File: src/rtl/decode_redirect_if.sv
// Fetch/decode boundary signal bundle. The master side (fetch, register file,
// hazard unit) drives the stage inputs; the slave side is the decode stage.
interface decode_redirect_if #(
  parameter int unsigned CNT_W = 16
);
  logic [31:0]      instruction_f;
  logic [31:0]      pc_plus_4_f;
  logic             stall_d;
  logic [31:0]      rd1_d;
  logic [31:0]      rd2_d;
  logic [31:0]      alu_out_m;
  logic             forward_a_d;
  logic             forward_b_d;
  logic [31:0]      instr_d;
  logic [31:0]      pc_plus_4_d;
  logic             valid_d;
  logic [31:0]      pc_branch_d;
  logic             pc_src_d;
  logic [CNT_W-1:0] redirect_count;

  modport master (
    output instruction_f, pc_plus_4_f, stall_d, rd1_d, rd2_d, alu_out_m,
           forward_a_d, forward_b_d,
    input  instr_d, pc_plus_4_d, valid_d, pc_branch_d, pc_src_d, redirect_count
  );

  modport slave (
    input  instruction_f, pc_plus_4_f, stall_d, rd1_d, rd2_d, alu_out_m,
           forward_a_d, forward_b_d,
    output instr_d, pc_plus_4_d, valid_d, pc_branch_d, pc_src_d, redirect_count
  );
endinterface

File: src/rtl/decode_redirect.sv
// Decode stage of the pipelined MIPS core: IF/ID register with stall/flush,
// early branch/jump resolution with redirect to fetch, and a saturating
// redirect counter.
module decode_redirect #(
  parameter int unsigned CNT_W = 16
) (
  input logic              clock,
  input logic              reset_n,
  decode_redirect_if.slave bus
);

  localparam logic [CNT_W-1:0] CntOne = {{(CNT_W-1){1'b0}}, 1'b1};
  localparam logic [CNT_W-1:0] CntMax = {CNT_W{1'b1}};

  logic [31:0]      instr_q, instr_d;
  logic [31:0]      pc4_q, pc4_d;
  logic             valid_q, valid_d;
  logic [CNT_W-1:0] count_q, count_d;

  logic [31:0] src_a, src_b;
  logic        eq;
  logic [5:0]  op, funct;
  logic        is_beq, is_bne, is_j, is_jal, is_jr;
  logic        taken;
  logic        pc_src;
  logic [31:0] imm_off;
  logic [31:0] pc_branch;

  // Operand forwarding, decode and redirect target
  always_comb begin
    src_a   = bus.forward_a_d ? bus.alu_out_m : bus.rd1_d;
    src_b   = bus.forward_b_d ? bus.alu_out_m : bus.rd2_d;
    eq      = (src_a == src_b);
    op      = instr_q[31:26];
    funct   = instr_q[5:0];
    is_beq  = (op == 6'b000100);
    is_bne  = (op == 6'b000101);
    is_j    = (op == 6'b000010);
    is_jal  = (op == 6'b000011);
    is_jr   = (op == 6'b000000) && (funct == 6'b001000);
    taken   = (is_beq & eq) | (is_bne & ~eq) | is_j | is_jal | is_jr;
    // A stalled branch must not redirect; it is re-evaluated once released
    pc_src  = valid_q & ~bus.stall_d & taken;
    imm_off = {{14{instr_q[15]}}, instr_q[15:0], 2'b00};
    if (is_j || is_jal) begin
      pc_branch = {pc4_q[31:28], instr_q[25:0], 2'b00};
    end else if (is_jr) begin
      pc_branch = src_a;
    end else begin
      pc_branch = pc4_q + imm_off;
    end
  end

  // IF/ID next state: stall holds, redirect squashes the fall-through, else load
  always_comb begin
    instr_d = instr_q;
    pc4_d   = pc4_q;
    valid_d = valid_q;
    count_d = count_q;
    if (!bus.stall_d) begin
      pc4_d = bus.pc_plus_4_f;
      if (pc_src) begin
        instr_d = 32'h0;
        valid_d = 1'b0;
      end else begin
        instr_d = bus.instruction_f;
        valid_d = 1'b1;
      end
    end
    if (pc_src && (count_q != CntMax)) begin
      count_d = count_q + CntOne;
    end
  end

  // Pipeline and counter state
  always_ff @(posedge clock or negedge reset_n) begin
    if (!reset_n) begin
      instr_q <= 32'h0;
      pc4_q   <= 32'h0;
      valid_q <= 1'b0;
      count_q <= '0;
    end else begin
      instr_q <= instr_d;
      pc4_q   <= pc4_d;
      valid_q <= valid_d;
      count_q <= count_d;
    end
  end

  assign bus.instr_d        = instr_q;
  assign bus.pc_plus_4_d    = pc4_q;
  assign bus.valid_d        = valid_q;
  assign bus.pc_branch_d    = pc_branch;
  assign bus.pc_src_d       = pc_src;
  assign bus.redirect_count = count_q;

endmodule

File: src/flat_wrapper.sv
// flat-port wrapper written by rule: the top's interface ports become plain ports
module decode_redirect_flat 
#(
  parameter int unsigned CNT_W = 16
)
  (clock, reset_n, bus_instruction_f, bus_pc_plus_4_f, bus_stall_d, bus_rd1_d, bus_rd2_d, bus_alu_out_m, bus_forward_a_d, bus_forward_b_d, bus_instr_d, bus_pc_plus_4_d, bus_valid_d, bus_pc_branch_d, bus_pc_src_d, bus_redirect_count);
  decode_redirect_if #(.CNT_W(CNT_W)) bus_i ();
  input logic clock;
  input logic reset_n;
  input wire logic [$bits(bus_i.instruction_f)-1:0] bus_instruction_f;
  input wire logic [$bits(bus_i.pc_plus_4_f)-1:0] bus_pc_plus_4_f;
  input wire logic [$bits(bus_i.stall_d)-1:0] bus_stall_d;
  input wire logic [$bits(bus_i.rd1_d)-1:0] bus_rd1_d;
  input wire logic [$bits(bus_i.rd2_d)-1:0] bus_rd2_d;
  input wire logic [$bits(bus_i.alu_out_m)-1:0] bus_alu_out_m;
  input wire logic [$bits(bus_i.forward_a_d)-1:0] bus_forward_a_d;
  input wire logic [$bits(bus_i.forward_b_d)-1:0] bus_forward_b_d;
  output wire logic [$bits(bus_i.instr_d)-1:0] bus_instr_d;
  output wire logic [$bits(bus_i.pc_plus_4_d)-1:0] bus_pc_plus_4_d;
  output wire logic [$bits(bus_i.valid_d)-1:0] bus_valid_d;
  output wire logic [$bits(bus_i.pc_branch_d)-1:0] bus_pc_branch_d;
  output wire logic [$bits(bus_i.pc_src_d)-1:0] bus_pc_src_d;
  output wire logic [$bits(bus_i.redirect_count)-1:0] bus_redirect_count;
  assign bus_i.instruction_f = bus_instruction_f;
  assign bus_i.pc_plus_4_f = bus_pc_plus_4_f;
  assign bus_i.stall_d = bus_stall_d;
  assign bus_i.rd1_d = bus_rd1_d;
  assign bus_i.rd2_d = bus_rd2_d;
  assign bus_i.alu_out_m = bus_alu_out_m;
  assign bus_i.forward_a_d = bus_forward_a_d;
  assign bus_i.forward_b_d = bus_forward_b_d;
  assign bus_instr_d = bus_i.instr_d;
  assign bus_pc_plus_4_d = bus_i.pc_plus_4_d;
  assign bus_valid_d = bus_i.valid_d;
  assign bus_pc_branch_d = bus_i.pc_branch_d;
  assign bus_pc_src_d = bus_i.pc_src_d;
  assign bus_redirect_count = bus_i.redirect_count;
  decode_redirect #(.CNT_W(CNT_W)) u_core (.clock(clock), .reset_n(reset_n), .bus(bus_i));
endmodule
File: config.mk
export PLATFORM = sky130hd
export DESIGN_NAME = decode_redirect_flat
export DESIGN_NICKNAME = d
export VERILOG_FILES = /design/src/rtl/decode_redirect_if.sv /design/src/rtl/decode_redirect.sv /design/src/flat_wrapper.sv
export SDC_FILE = /design/constraint.sdc
export NUM_CORES = 1
export LEC_CHECK = 0
export CAP_MARGIN = 20
export CELL_PAD_IN_SITES_DETAIL_PLACEMENT = 1
export CELL_PAD_IN_SITES_GLOBAL_PLACEMENT = 1
export CORE_MARGIN = 3
export CORE_UTILIZATION = 28
export DETAILED_ROUTE_END_ITERATION = 8
export PLACE_DENSITY_LB_ADDON = 0.25
export SYNTH_ARGS = -nofsm -noshare
export SYNTH_HDL_FRONTEND = slang
export SYNTH_SLANG_ARGS = --single-unit
File: constraint.sdc
create_clock -name clock -period 3.8 [get_ports clock]
set_input_delay 0.76 -clock clock [delete_from_list [all_inputs] [get_ports clock]]
set_output_delay 0.76 -clock clock [all_outputs]
set_load 0.005 [all_outputs]
==> qor.txt, run 1 <==
Launch point of the worst path: u_core.bus.pc_plus_4_d[2]$_DFFE_PN0N_
DIE AREA: 25500 sq um
Layout Nets: 1391
Placer Congestion: 0.8327
Largest net degree at the start of global routing: 80
Avg Inst Size Synth: 8.657 sq um
Die Y: 159.7 um
Via count of the first global-routing pass: 8038
Most common cell after layout, fill and taps aside: clkdlybuf4s50_1
Clk_skew: 0.01063 ns
Worst-Skew Late Latency: 0.34 ns
Leak pwr: 5.128 nW
Setup crit start kind: register
Async S/R FF share, synth: 1.000
Share of the clock period used by the worst path: 1.066
Highest Clock Rate: 0.2468 GHz
Cell total after placement: 1483
Grt ovf: 0
PortBufs: 278
HP Class: in2async
Violated checks: setup timing
Area Growth Syn to Fin: 75.31%
Final cell count without fillers: 1513
Most frequent cells in the layout: clkdlybuf4s50_1 (212), buf_4 (170), nand2_1 (93), dfrtp_1 (81), xnor2_1 (50)
Vias: 7428
Worst Setup EP: bus_pc_branch_d[30]
TritonCTS clock tree: built
Post-synth cell types: 62
Post-synthesis sequential area ratio: 0.3065
DRC: 0
Slew Limit Fails: 0
Outcome: complete, but fails checks
Post-DRT Antenna Nets: 0
R2R depth: 11
Syn nets: 960
Worst-path fanout max: 4
Mux contribution to synthesized area: 0.1082
Crit Path Category: reg2out
Worst-path clk slew: 0.07 ns
GRT Util Overall: 0.2295
Setup Total Neg Slack: -1.145 ns
First-pass GRT wire length: 46510 um
Worst Tran Pin Value: 0.7063 ns
Max-cap violations: 0
Minimum clock period after layout: 4.052 ns
Post-synthesis xor/xnor area fraction: 0.1483
Synth Area in Simple Gates: 0.1695
Initial core utilization: 0.2886
Yosys Warn Count: 0
Post-Syn Instances: 764
Deepest clock path buffer count: 2
Cell Pwr Density: 349.7 nW/um^2
RSZ-0062 raised after global routing: true
Reg2reg setup slack: 0.77 ns
Adder-cell share of the synthesized area: 0.05978
Seq cells post-synth: 81
# clock sinks: 81
Iter 0 DRT Violations: 318
H-tree levels: 3
CP Capture Type: output port
Detail Placement HPWL: 23770 um
Layout cells sized above 1: 0.2800
CTS Root Cell: clkbuf_16
WL/cell: 19.90 um
I/O pins: 279
Rel. slew slack: 0.5292
Die Span X: 159.7 um
Final Routed Wirelength: 30120 um
Antenna Cells: 0
Core Area: 22920 sq um
EDFF count, synth: 0
Pre-CTS setup slack: -0.6934 ns
Synth Cell Area: 6614 sq um
Cts bufs inserted: 9
Row count: 55
Main combinational cell family by area after synthesis: compound AO/OA/AOI/OAI gates
Max IR drop VDD: 293.9 uV
Drt first pass iters: 6
Post-synthesis compound-gate area fraction: 0.1759
# setup viols final: 8
FF-to-FF Start: u_core.bus.instr_d[28]$_DFFE_PN0N_
Setup WS post-layout: -0.2517 ns
Commonest register cell after synthesis: dfrtp_1
CP required: 3.04 ns
Antenna violations before repair: 0
Vias per cell: 4.909
Final Hold Fails: 0
Worst path arrival time: 3.29 ns
Worst R2R End: u_core.bus.redirect_count[14]$_DFFE_PN0P_
-- critical path, stage by stage, from the launching register on --
cell,delay (ns)
dfrtp_1,0.39
ha_2,0.21
fa_2,0.36
a211oi_2,0.26
o21ai_2,0.08
o311ai_1,0.23
buf_4,0.18
a31o_4,0.18
a21oi_4,0.06
o21a_4,0.23
a221oi_2,0.31
xor2_1,0.18
a31oi_1,0.09
buf_2,0.17
-- per-stage QoR --
step	hold WS (ns)	utilization	total power, mW	instance area, sq um
CTS	0.4984	0.4976	4.037	11400
global placement	0.4821	0.4753	3.101	10890
global route	0.3331	0.5060	4.326	11590
detailed placement	0.4815	0.4753	3.140	10890
floorplan	0.4644	-	1.915	6614
finish	0.3222	0.5060	4.055	11590
-- cell families (layout without fill, tap and decap cells) --
group | count (synthesis) | after routing
and+or+nand+nor | 237 | 237
AOI/OAI and AO/OA | 192 | 192
xor gates and xnor gates | 112 | 112
DFF | 81 | 81
muxes | 66 | 66
buffers and inverters | 45 | 481
adders and majority gates | 31 | 31
-- worst min path at each step --
| stage | cells past startpoint | slack, ns | start | end |
|---|---|---|---|---|
| 3_3_place_gp | 1 | 0.48 | u_core.bus.redirect_count[9]$_DFFE_PN0P_ | u_core.bus.redirect_count[9]$_DFFE_PN0P_ |
| 2_1_floorplan | 0 | 0.46 | reset_n | u_core.bus.instr_d[0]$_DFFE_PN0N_ |
| 3_5_place_dp | 1 | 0.48 | u_core.bus.redirect_count[6]$_DFFE_PN0P_ | u_core.bus.redirect_count[6]$_DFFE_PN0P_ |
| 4_1_cts | 1 | 0.50 | u_core.bus.redirect_count[6]$_DFFE_PN0P_ | u_core.bus.redirect_count[6]$_DFFE_PN0P_ |
| 5_1_grt | 1 | 0.33 | reset_n | u_core.bus.pc_plus_4_d[11]$_DFFE_PN0N_ |
| 6_report | 1 | 0.32 | reset_n | u_core.bus.pc_plus_4_d[11]$_DFFE_PN0N_ |
-- synth_stat cells (all sizes together), types with 7 or more instances --
cell	number	share of area
nor4	18	0.017
nand2b	9	0.0085
dfrtp	81	0.31
mux2	38	0.065
nand3	13	0.0098
a21o	13	0.015
o21a	7	0.0079
buf	10	0.012
nor3	12	0.0091
nor2	52	0.030
o21ai	69	0.052
a31oi	7	0.0066
inv	10	0.0057
clkbuf	25	0.014
mux2i	28	0.043
xor2	56	0.074
nand4	13	0.012
ha	30	0.057
nand2	93	0.053
a21oi	55	0.042
xnor2	56	0.074
-- sequential cells by signal, summed over array words and instances, names as in the netlist --
| signal | count |
|---|---|
| u_core.bus.redirect_count | 16 |
| u_core.bus.instr_d | 32 |
| u_core.bus.valid_d | 1 |
| u_core.bus.pc_plus_4_d | 32 |
-- area by class of cell --
type                       count  area [sq um]
multi-input combinational    638          4828
sequential                    81          2027
inverter                      10         37.54
clock inverter                 7         58.81
clock buffer                   9         225.2
tap                          313         391.6
timing repair buffer         455          4026
fill                        2708         11320
-- power breakdown --
group / total, mW / internal (mW) / switching, mW
Clock: 0.855 / 0.455 / 0.400
Combinational: 2.12 / 1.16 / 0.959
Sequential: 1.08 / 0.967 / 0.112
Total: 4.05 / 2.58 / 1.47
-- what timing repair did --
item / CTS / global route
cloned: 0 / 0
gates resized for setup: 165 / 79
hold buffers: 0 / 0
buffers inserted: 11 / 4
pin swaps: 46 / 59
setup endpoints to repair: 28 / 32
-- per-layer routing --
layer  GRT usage  share of wire  vias up
li1            -              -     3598
met1      0.2993           0.45     3601
met2      0.4007           0.49      208
met3     0.04358          0.052       21
met4     0.03979          0.011        0
met5           0              0        -
Note: power is estimated with default switching activity, not from simulation.
==> run 2, diff against run 1 <==
--- a/config.mk
+++ b/config.mk
@@ -9,6 +9,8 @@
 export CELL_PAD_IN_SITES_DETAIL_PLACEMENT = 1
 export CELL_PAD_IN_SITES_GLOBAL_PLACEMENT = 1
+export CORE_ASPECT_RATIO = 1.1
 export CORE_MARGIN = 3
 export CORE_UTILIZATION = 28
+export CTS_CLUSTER_DIAMETER = 150
 export DETAILED_ROUTE_END_ITERATION = 8
 export PLACE_DENSITY_LB_ADDON = 0.25
==> constraint.sdc (replaced) <==
create_clock -name clock -period 3.8 [get_ports clock]
set_input_delay 0.57 -clock clock [delete_from_list [all_inputs] [get_ports clock]]
set_output_delay 0.57 -clock clock [all_outputs]
set_load 0.005 [all_outputs]
==> run 2 against run 1 <==
  * The run still ends with setup timing left
  * Clock-buffer cell count unchanged
  * Clock skew hardly changed
  * Combinational power fell by 3%
  * Critical path type unchanged
  * Cell area decreased by 4.0%
  * Die area is essentially flat
  * Sequential cell count did not move
  * Critical endpoint is now bus_pc_branch_d[31]
  * Critical path depth up 1
==> qor.txt, run 2 (same netlist as run 1, synthesis figures left out) <==
Outcome: complete, but fails checks
Violated checks: setup timing
Die Span X: 152.5 um (-4.5%)
Largest net degree at the start of global routing: 71 (-11%)
Rel. slew slack: 0.3613 (-0.1678)
Highest Clock Rate: 0.2573 GHz (+4.3%)
Max-cap violations: 0 (unchanged)
Worst R2R End: u_core.bus.redirect_count[14]$_DFFE_PN0P_
Placer Congestion: 0.9271 (+11%)
Die Y: 167.2 um (+4.7%)
Leak pwr: 4.823 nW (-5.9%)
Most frequent cells in the layout: clkdlybuf4s50_1 (251), buf_4 (121), nand2_1 (93), dfrtp_1 (81)
PortBufs: 278 (unchanged)
Deepest clock path buffer count: 2 (unchanged)
Area Growth Syn to Fin: 68.29%
Layout cells sized above 1: 0.2028 (-0.07721)
H-tree levels: 3 (unchanged)
Core Area: 23080 sq um (+0.70%)
Slowest stage cell, crit path: dfrtp_1
RSZ-0062 raised after global routing: true
HP Class: in2async
Slew Limit Fails: 0 (unchanged)
TritonCTS clock tree: built
Worst Tran Pin Value: 0.9580 ns (+0.2517 ns)
CP Capture Type: output port
Iter 0 DRT Violations: 319 (+0.31%)
GRT Util Overall: 0.2258 (-0.003696)
Final cell count without fillers: 1449 (-4.2%)
Peak per-stage delay on the critical path: 0.42 ns (+0.03 ns)
Final Hold Fails: 0 (unchanged)
Antenna violations before repair: 1 (+1)
Worst-Skew Late Latency: 0.35 ns (about the same)
Cell Pwr Density: 370.2 nW/um^2 (+5.9%)
Layout Nets: 1340 (-3.7%)
Max IR drop VDD: 248.8 uV (-15%)
Final Routed Wirelength: 29650 um (-1.5%)
Clk_skew: 0.01034 ns (-0.0002912 ns)
WL/cell: 20.46 um (+2.8%)
Buf/Inv on CP: 4 (+2)
DRC: 0 (unchanged)
Crit Path Category: reg2out
Detail Placement HPWL: 23390 um (-1.6%)
CTS Root Cell: clkbuf_16
I/O pins: 279 (unchanged)
Vias: 7246 (-2.5%)
Setup crit start kind: register
Crit path cell chain: ha_4 > buf_6 > a211o_1 > a2111oi_4 > buf_4 > nor4_2 > o31ai_1 > buf_4 > o31ai_4 > a311oi_2 > xor2_1 > nand3_1 > o311ai_1 > buf_2
# clock sinks: 81 (unchanged)
Via count of the first global-routing pass: 7881 (-2.0%)
Grt ovf: 0 (unchanged)
Util after Layout: 0.4823 (-0.02365)
CP required: 3.23 ns (+0.19 ns)
DIE AREA: 25500 sq um (about the same)
Post-DRT Antenna Nets: 0 (unchanged)
Worst path arrival time: 3.32 ns (+0.03 ns)
Antenna Cells: 0 (unchanged)
Cell total after placement: 1423 (-4.0%)
Minimum clock period after layout: 3.886 ns (-0.1654 ns)
# setup viols final: 3 (-5)
CP delay by family, top: compound AO/OA/AOI/OAI gates
Hold buffers post-CTS: 0 (unchanged)
R2R depth: 10 (-1)
Initial core utilization: 0.2866 (-0.002019)
Row count: 58 (+5.5%)
Drt first pass iters: 4 (-2)
Filler Cell Count: 2715 (+0.26%)
Reg2reg setup slack: 0.85 ns (+0.08 ns)
Most common cell after layout, fill and taps aside: clkdlybuf4s50_1
Worst-path clk slew: 0.07 ns (about the same)
CP most frequent cell: buf_4
Vias per cell: 5.001 (+1.9%)
Fin Hold WS: 0.3563 ns (+0.03415 ns)
Setup WS post-layout: -0.08624 ns (+0.1654 ns)
Cts bufs inserted: 9 (unchanged)
Worst-path fanout max: 3 (-1)
First-pass GRT wire length: 45630 um (-1.9%)
Share of the clock period used by the worst path: 1.023 (-0.04353)
FF-to-FF Start: u_core.bus.instr_d[28]$_DFFE_PN0N_
## run 2: metrics by stage
| step | area [sq um] | setup slack [ns] | setup TNS, ns | power, mW |
|---|---|---|---|---|
| after floorplan | 6614 | 0.3169 | 0 | 1.915 |
| after global placement | 10510 | -0.4563 | -3.135 | 3.057 |
| after detailed placement | 10510 | -0.5927 | -5.096 | 3.085 |
| after CTS | 10970 | -0.06216 | -0.1638 | 4.106 |
| after global routing | 11130 | -0.3112 | -1.290 | 4.390 |
| final | 11130 | -0.08624 | -0.1920 | 4.121 |
## run 2: worst max path at each step
stage | cells past startpoint | startpoint | slack (ns) | end
after floorplan | 11 | u_core.bus.instr_d[0]$_DFFE_PN0N_ | 0.32 | bus_pc_branch_d[30]
after global placement | 13 | u_core.bus.pc_plus_4_d[2]$_DFFE_PN0N_ | -0.46 | bus_pc_branch_d[30]
after detailed placement | 13 | u_core.bus.pc_plus_4_d[2]$_DFFE_PN0N_ | -0.59 | bus_pc_branch_d[30]
after CTS | 13 | u_core.bus.instr_d[0]$_DFFE_PN0N_ | -0.06 | bus_pc_branch_d[30]
after global routing | 14 | u_core.bus.pc_plus_4_d[2]$_DFFE_PN0N_ | -0.31 | bus_pc_branch_d[31]
final | 14 | u_core.bus.pc_plus_4_d[2]$_DFFE_PN0N_ | -0.09 | bus_pc_branch_d[31]
## run 2: worst reg2reg max path, cell delays in order, from the launching register on
cell and delay [ns]:
dfrtp_1 0.41, nor4_1 0.61, nand3_2 0.25, buf_12 0.26
nand2_1 0.19, nand2_1 0.09, o31ai_1 0.12, a21oi_4 0.08
buf_4 0.26, nor3_1 0.24, mux2_1 0.33
## run 2: metal layers
metal / GRT usage / vias to the layer above / routed length (um)
li1: - / 3498 / -
met1: 0.2904 / 3520 / 12930
met2: 0.3884 / 202 / 14610
met3: 0.05402 / 24 / 1644
met4: 0.04766 / 2 / 453
met5: 0 / - / 13
## run 2: cell type report
cell class / count / area, sq um / share of cell area
repair buffers: 404 / 3729 / 0.3350
clock buffers: 9 / 225.2 / 0.02023
flip-flops and latches: 81 / 2027 / 0.1821
inverters: 10 / 37.54 / 0.003372
clock inverters: 7 / 106.4 / 0.009555
multi-input cells: 638 / 4631 / 0.4160
well taps: 300 / 375.4 / 0.03372
## run 2: timing repair
action                                  in CTS  in global routing
endpoints found under the setup margin      22                 19
gates resized for setup                     79                 28
buffers inserted                             5                  5
pin swaps                                   35                 30
gates cloned                                 0                  0
## run 2: power by group
group          leakage, nW  internal (mW)  switching, mW  total (mW)
Clock                0.163          0.589          0.406       0.996
Sequential           0.990          0.967          0.110        1.08
Combinational         3.67           1.12          0.926        2.05
Total                 4.82           2.68           1.44        4.12
==> run 3, diff against run 2 <==
- CORE_MARGIN: 3 -> 10
==> run 3 against run 2 <==
  * The run still ends with setup timing left
  * Total power down 1.2%
  * Sequential cell count stayed put
  * Via count fell by 0.47%
  * Combinational power about the same
  * First-iteration DRC count unchanged
  * Critical path depth did not move
  * Hold slack worse by 0.054 ns
  * Clock power down 5.8%
  * Final cell count up 0.28%
  * Clock skew is 0.00053 ns higher
  * Utilization grew 0.15 points
  * Register-to-register slack better by 0.13 ns
  * Critical endpoint is now bus_pc_branch_d[30]
  * Highest routed layer unchanged
==> qor.txt, run 3 (same netlist as run 1, synthesis figures left out) <==
Reg2reg setup slack: 0.98 ns (+0.13 ns)
PortBufs: 278 (unchanged)
FF-to-FF Start: u_core.bus.instr_d[1]$_DFFE_PN0N_
Highest Clock Rate: 0.2551 GHz (-0.87%)
Finished Cell Area: 11160 sq um (+0.30%)
Dpl cell area: 10590 sq um (+0.71%)
H-tree levels: 3 (unchanged)
Worst path arrival time: 3.35 ns (+0.03 ns)
Worst-Skew Late Latency: 0.35 ns (about the same)
Antenna Cells: 0 (unchanged)
CP required: 3.23 ns (about the same)
Layout Nets: 1344 (+0.30%)
CTS Root Cell: clkbuf_16
Vias per cell: 4.964 (-0.74%)
CP delay by family, top: compound AO/OA/AOI/OAI gates
Hold buffers post-CTS: 0 (unchanged)
WL met3: 1671 um (+1.6%)
Outcome: complete, but fails checks
Vias: 7212 (-0.47%)
CP Capture Type: output port
Sequential share of power: 0.264 (+0.003)
Max IR drop VDD: 246.7 uV (-0.84%)
Net Switching: 1.462 mW (+1.4%)
Worst-path clk slew: 0.07 ns (about the same)
HP Class: in2async
Row count: 58 (unchanged)
Initial core utilization: 0.2866 (unchanged)
Core Area: 23080 sq um (unchanged)
# setup viols final: 3 (unchanged)
Switching part of the total: 0.3591 (+0.009248)
Placer Congestion: 0.8882 (-4.2%)
Launch point of the worst path: u_core.bus.instr_d[0]$_DFFE_PN0N_
Fin Hold WS: 0.3020 ns (-0.05437 ns)
Minimum clock period after layout: 3.920 ns (+0.03417 ns)
Final Routed Wirelength: 31170 um (+5.1%)
Setup WS post-layout: -0.1204 ns (-0.03417 ns)
Crit path depth: 14 (unchanged)
RSZ-0062 raised after global routing: true
Most common cell after layout, fill and taps aside: clkdlybuf4s50_1
Worst R2R End: u_core.bus.redirect_count[14]$_DFFE_PN0P_
Share of the clock period used by the worst path: 1.032 (+0.008993)
Iter 0 DRT Violations: 319 (unchanged)
Met2 WL: 15250 um (+4.4%)
Worst Setup EP: bus_pc_branch_d[30]
Setup crit start kind: register
Buf/Inv on CP: 3 (-1)
Drt first pass iters: 5 (+1)
Crit Path Category: reg2out
Detail Placement HPWL: 25470 um (+8.9%)
Area Growth Syn to Fin: 68.81%
Slew Limit Fails: 0 (unchanged)
Internal Power: 2.609 mW (-2.6%)
Rel. slew slack: 0.4718 (+0.1104)
Die Y: 181.2 um (+8.4%)
Cts bufs inserted: 9 (unchanged)
Leak pwr: 4.931 nW (+2.2%)
Violated checks: setup timing
Crit path cell chain: ha_2 > fa_2 > a211oi_2 > o21ai_2 > o311ai_2 > buf_4 > a31o_4 > a21oi_2 > o21a_1 > buf_4 > a221oi_4 > xor2_1 > a31oi_1 > buf_2
Die Span X: 166.5 um (+9.2%)
Logic pwr share: 0.505 (+0.008)
R2R depth: 11 (+1)
Cell Pwr Density: 364.6 nW/um^2 (-1.5%)
Post-DRT Antenna Nets: 0 (unchanged)
WL/cell: 21.45 um (+4.8%)
Worst Tran Pin Value: 0.7923 ns (-0.1657 ns)
TritonCTS clock tree: built
Slowest stage cell, crit path: fa_2
Max-cap violations: 0 (unchanged)
Top sig layer: met5
CP most frequent cell: buf_4
# clock sinks: 81 (unchanged)
Antenna violations before repair: 1 (unchanged)
Cell total after placement: 1433 (+0.70%)
Layout cells sized above 1: 0.2125 (+0.009704)
Clock power frac: 0.230 (-0.012)
I/O pins: 279 (unchanged)
Peak per-stage delay on the critical path: 0.39 ns (-0.03 ns)
Grt ovf: 0 (unchanged)
Worst-path fanout max: 3 (unchanged)
Final Hold Fails: 0 (unchanged)
Via count of the first global-routing pass: 7901 (+0.25%)
First-pass GRT wire length: 47910 um (+5.0%)
Deepest clock path buffer count: 2 (unchanged)
Final cell count without fillers: 1453 (+0.28%)
Clk_skew: 0.01087 ns (+0.0005345 ns)
Most frequent cells in the layout: clkdlybuf4s50_1 (241), buf_4 (128), nand2_1 (93), dfrtp_1 (81), xnor2_1 (55)
DRC: 0 (unchanged)
Largest net degree at the start of global routing: 68 (-4.2%)
GRT Util Overall: 0.2000 (-0.02581)
WL met1: 14010 um (+8.3%)
DIE AREA: 30180 sq um (+18%)
-- run 3: cell count changes in the layout (fill, tap and decap cells not counted), moves of 3 or more --
cell             delta
buf_6               -3
clkdlybuf4s50_1    -10
nor4_2              +3
dlygate4sd2_1       -6
dlymetal6s2s_1     +12
nor4_1              -4
clkbuf_2            +3
xor2_1              -3
xor2_2              +3
buf_4               +7
-- run 3: power groups by stage --
stage          sequential [mW]  combinational [mW]  clock (mW)
4_1_cts                   1.08                2.04       0.965
6_report                  1.08                2.06       0.938
5_1_grt                   1.09                2.24        1.01
2_1_floorplan             1.09               0.827           0
3_3_place_gp              1.09                2.01           0
3_5_place_dp              1.09                2.03           0
-- run 3: per-layer routing --
metal  GRT usage  vias up
met5           0        -
met1      0.2518     3482
met3     0.04689       15
li1            -     3506
met4     0.03656        2
met2      0.3422      207
-- run 3: worst min path at each step --
stage / from / end / slack (ns) / cells after the start
after floorplan: reset_n / u_core.bus.instr_d[0]$_DFFE_PN0N_ / 0.27 / 0
after global placement: u_core.bus.redirect_count[9]$_DFFE_PN0P_ / u_core.bus.redirect_count[9]$_DFFE_PN0P_ / 0.48 / 1
after detailed placement: u_core.bus.redirect_count[9]$_DFFE_PN0P_ / u_core.bus.redirect_count[9]$_DFFE_PN0P_ / 0.48 / 1
after CTS: reset_n / u_core.bus.pc_plus_4_d[11]$_DFFE_PN0N_ / 0.34 / 1
after global routing: reset_n / u_core.bus.pc_plus_4_d[11]$_DFFE_PN0N_ / 0.36 / 1
final: reset_n / u_core.bus.pc_plus_4_d[11]$_DFFE_PN0N_ / 0.30 / 1
-- run 3: stage by stage --
stage | power [mW] | utilization | setup WS [ns] | TNS, ns
after floorplan | 1.915 | - | 0.3169 | 0
after global placement | 3.097 | 0.4587 | -0.3540 | -4.763
after detailed placement | 3.125 | 0.4587 | -0.4093 | -6.381
after CTS | 4.083 | 0.4772 | -0.1509 | -0.2796
after global routing | 4.347 | 0.4838 | -0.3062 | -1.662
final | 4.071 | 0.4838 | -0.1204 | -0.2210
-- run 3: cell type report --
type                            count  area (sq um)
Multi-Input combinational cell    638          4649
Clock inverter                      7         83.83
Tap cell                          300         375.4
Clock buffer                        9         225.2
Timing Repair Buffer              408          3766
Sequential cell                    81          2027
Fill cell                        2707         11910
Inverter                           10         37.54
-- run 3: repair_timing --
item	in CTS	in global routing
setup endpoints to repair	23	22
resized for setup	72	56
setup buffers	3	1
pin swaps	23	24
gates cloned	0	0
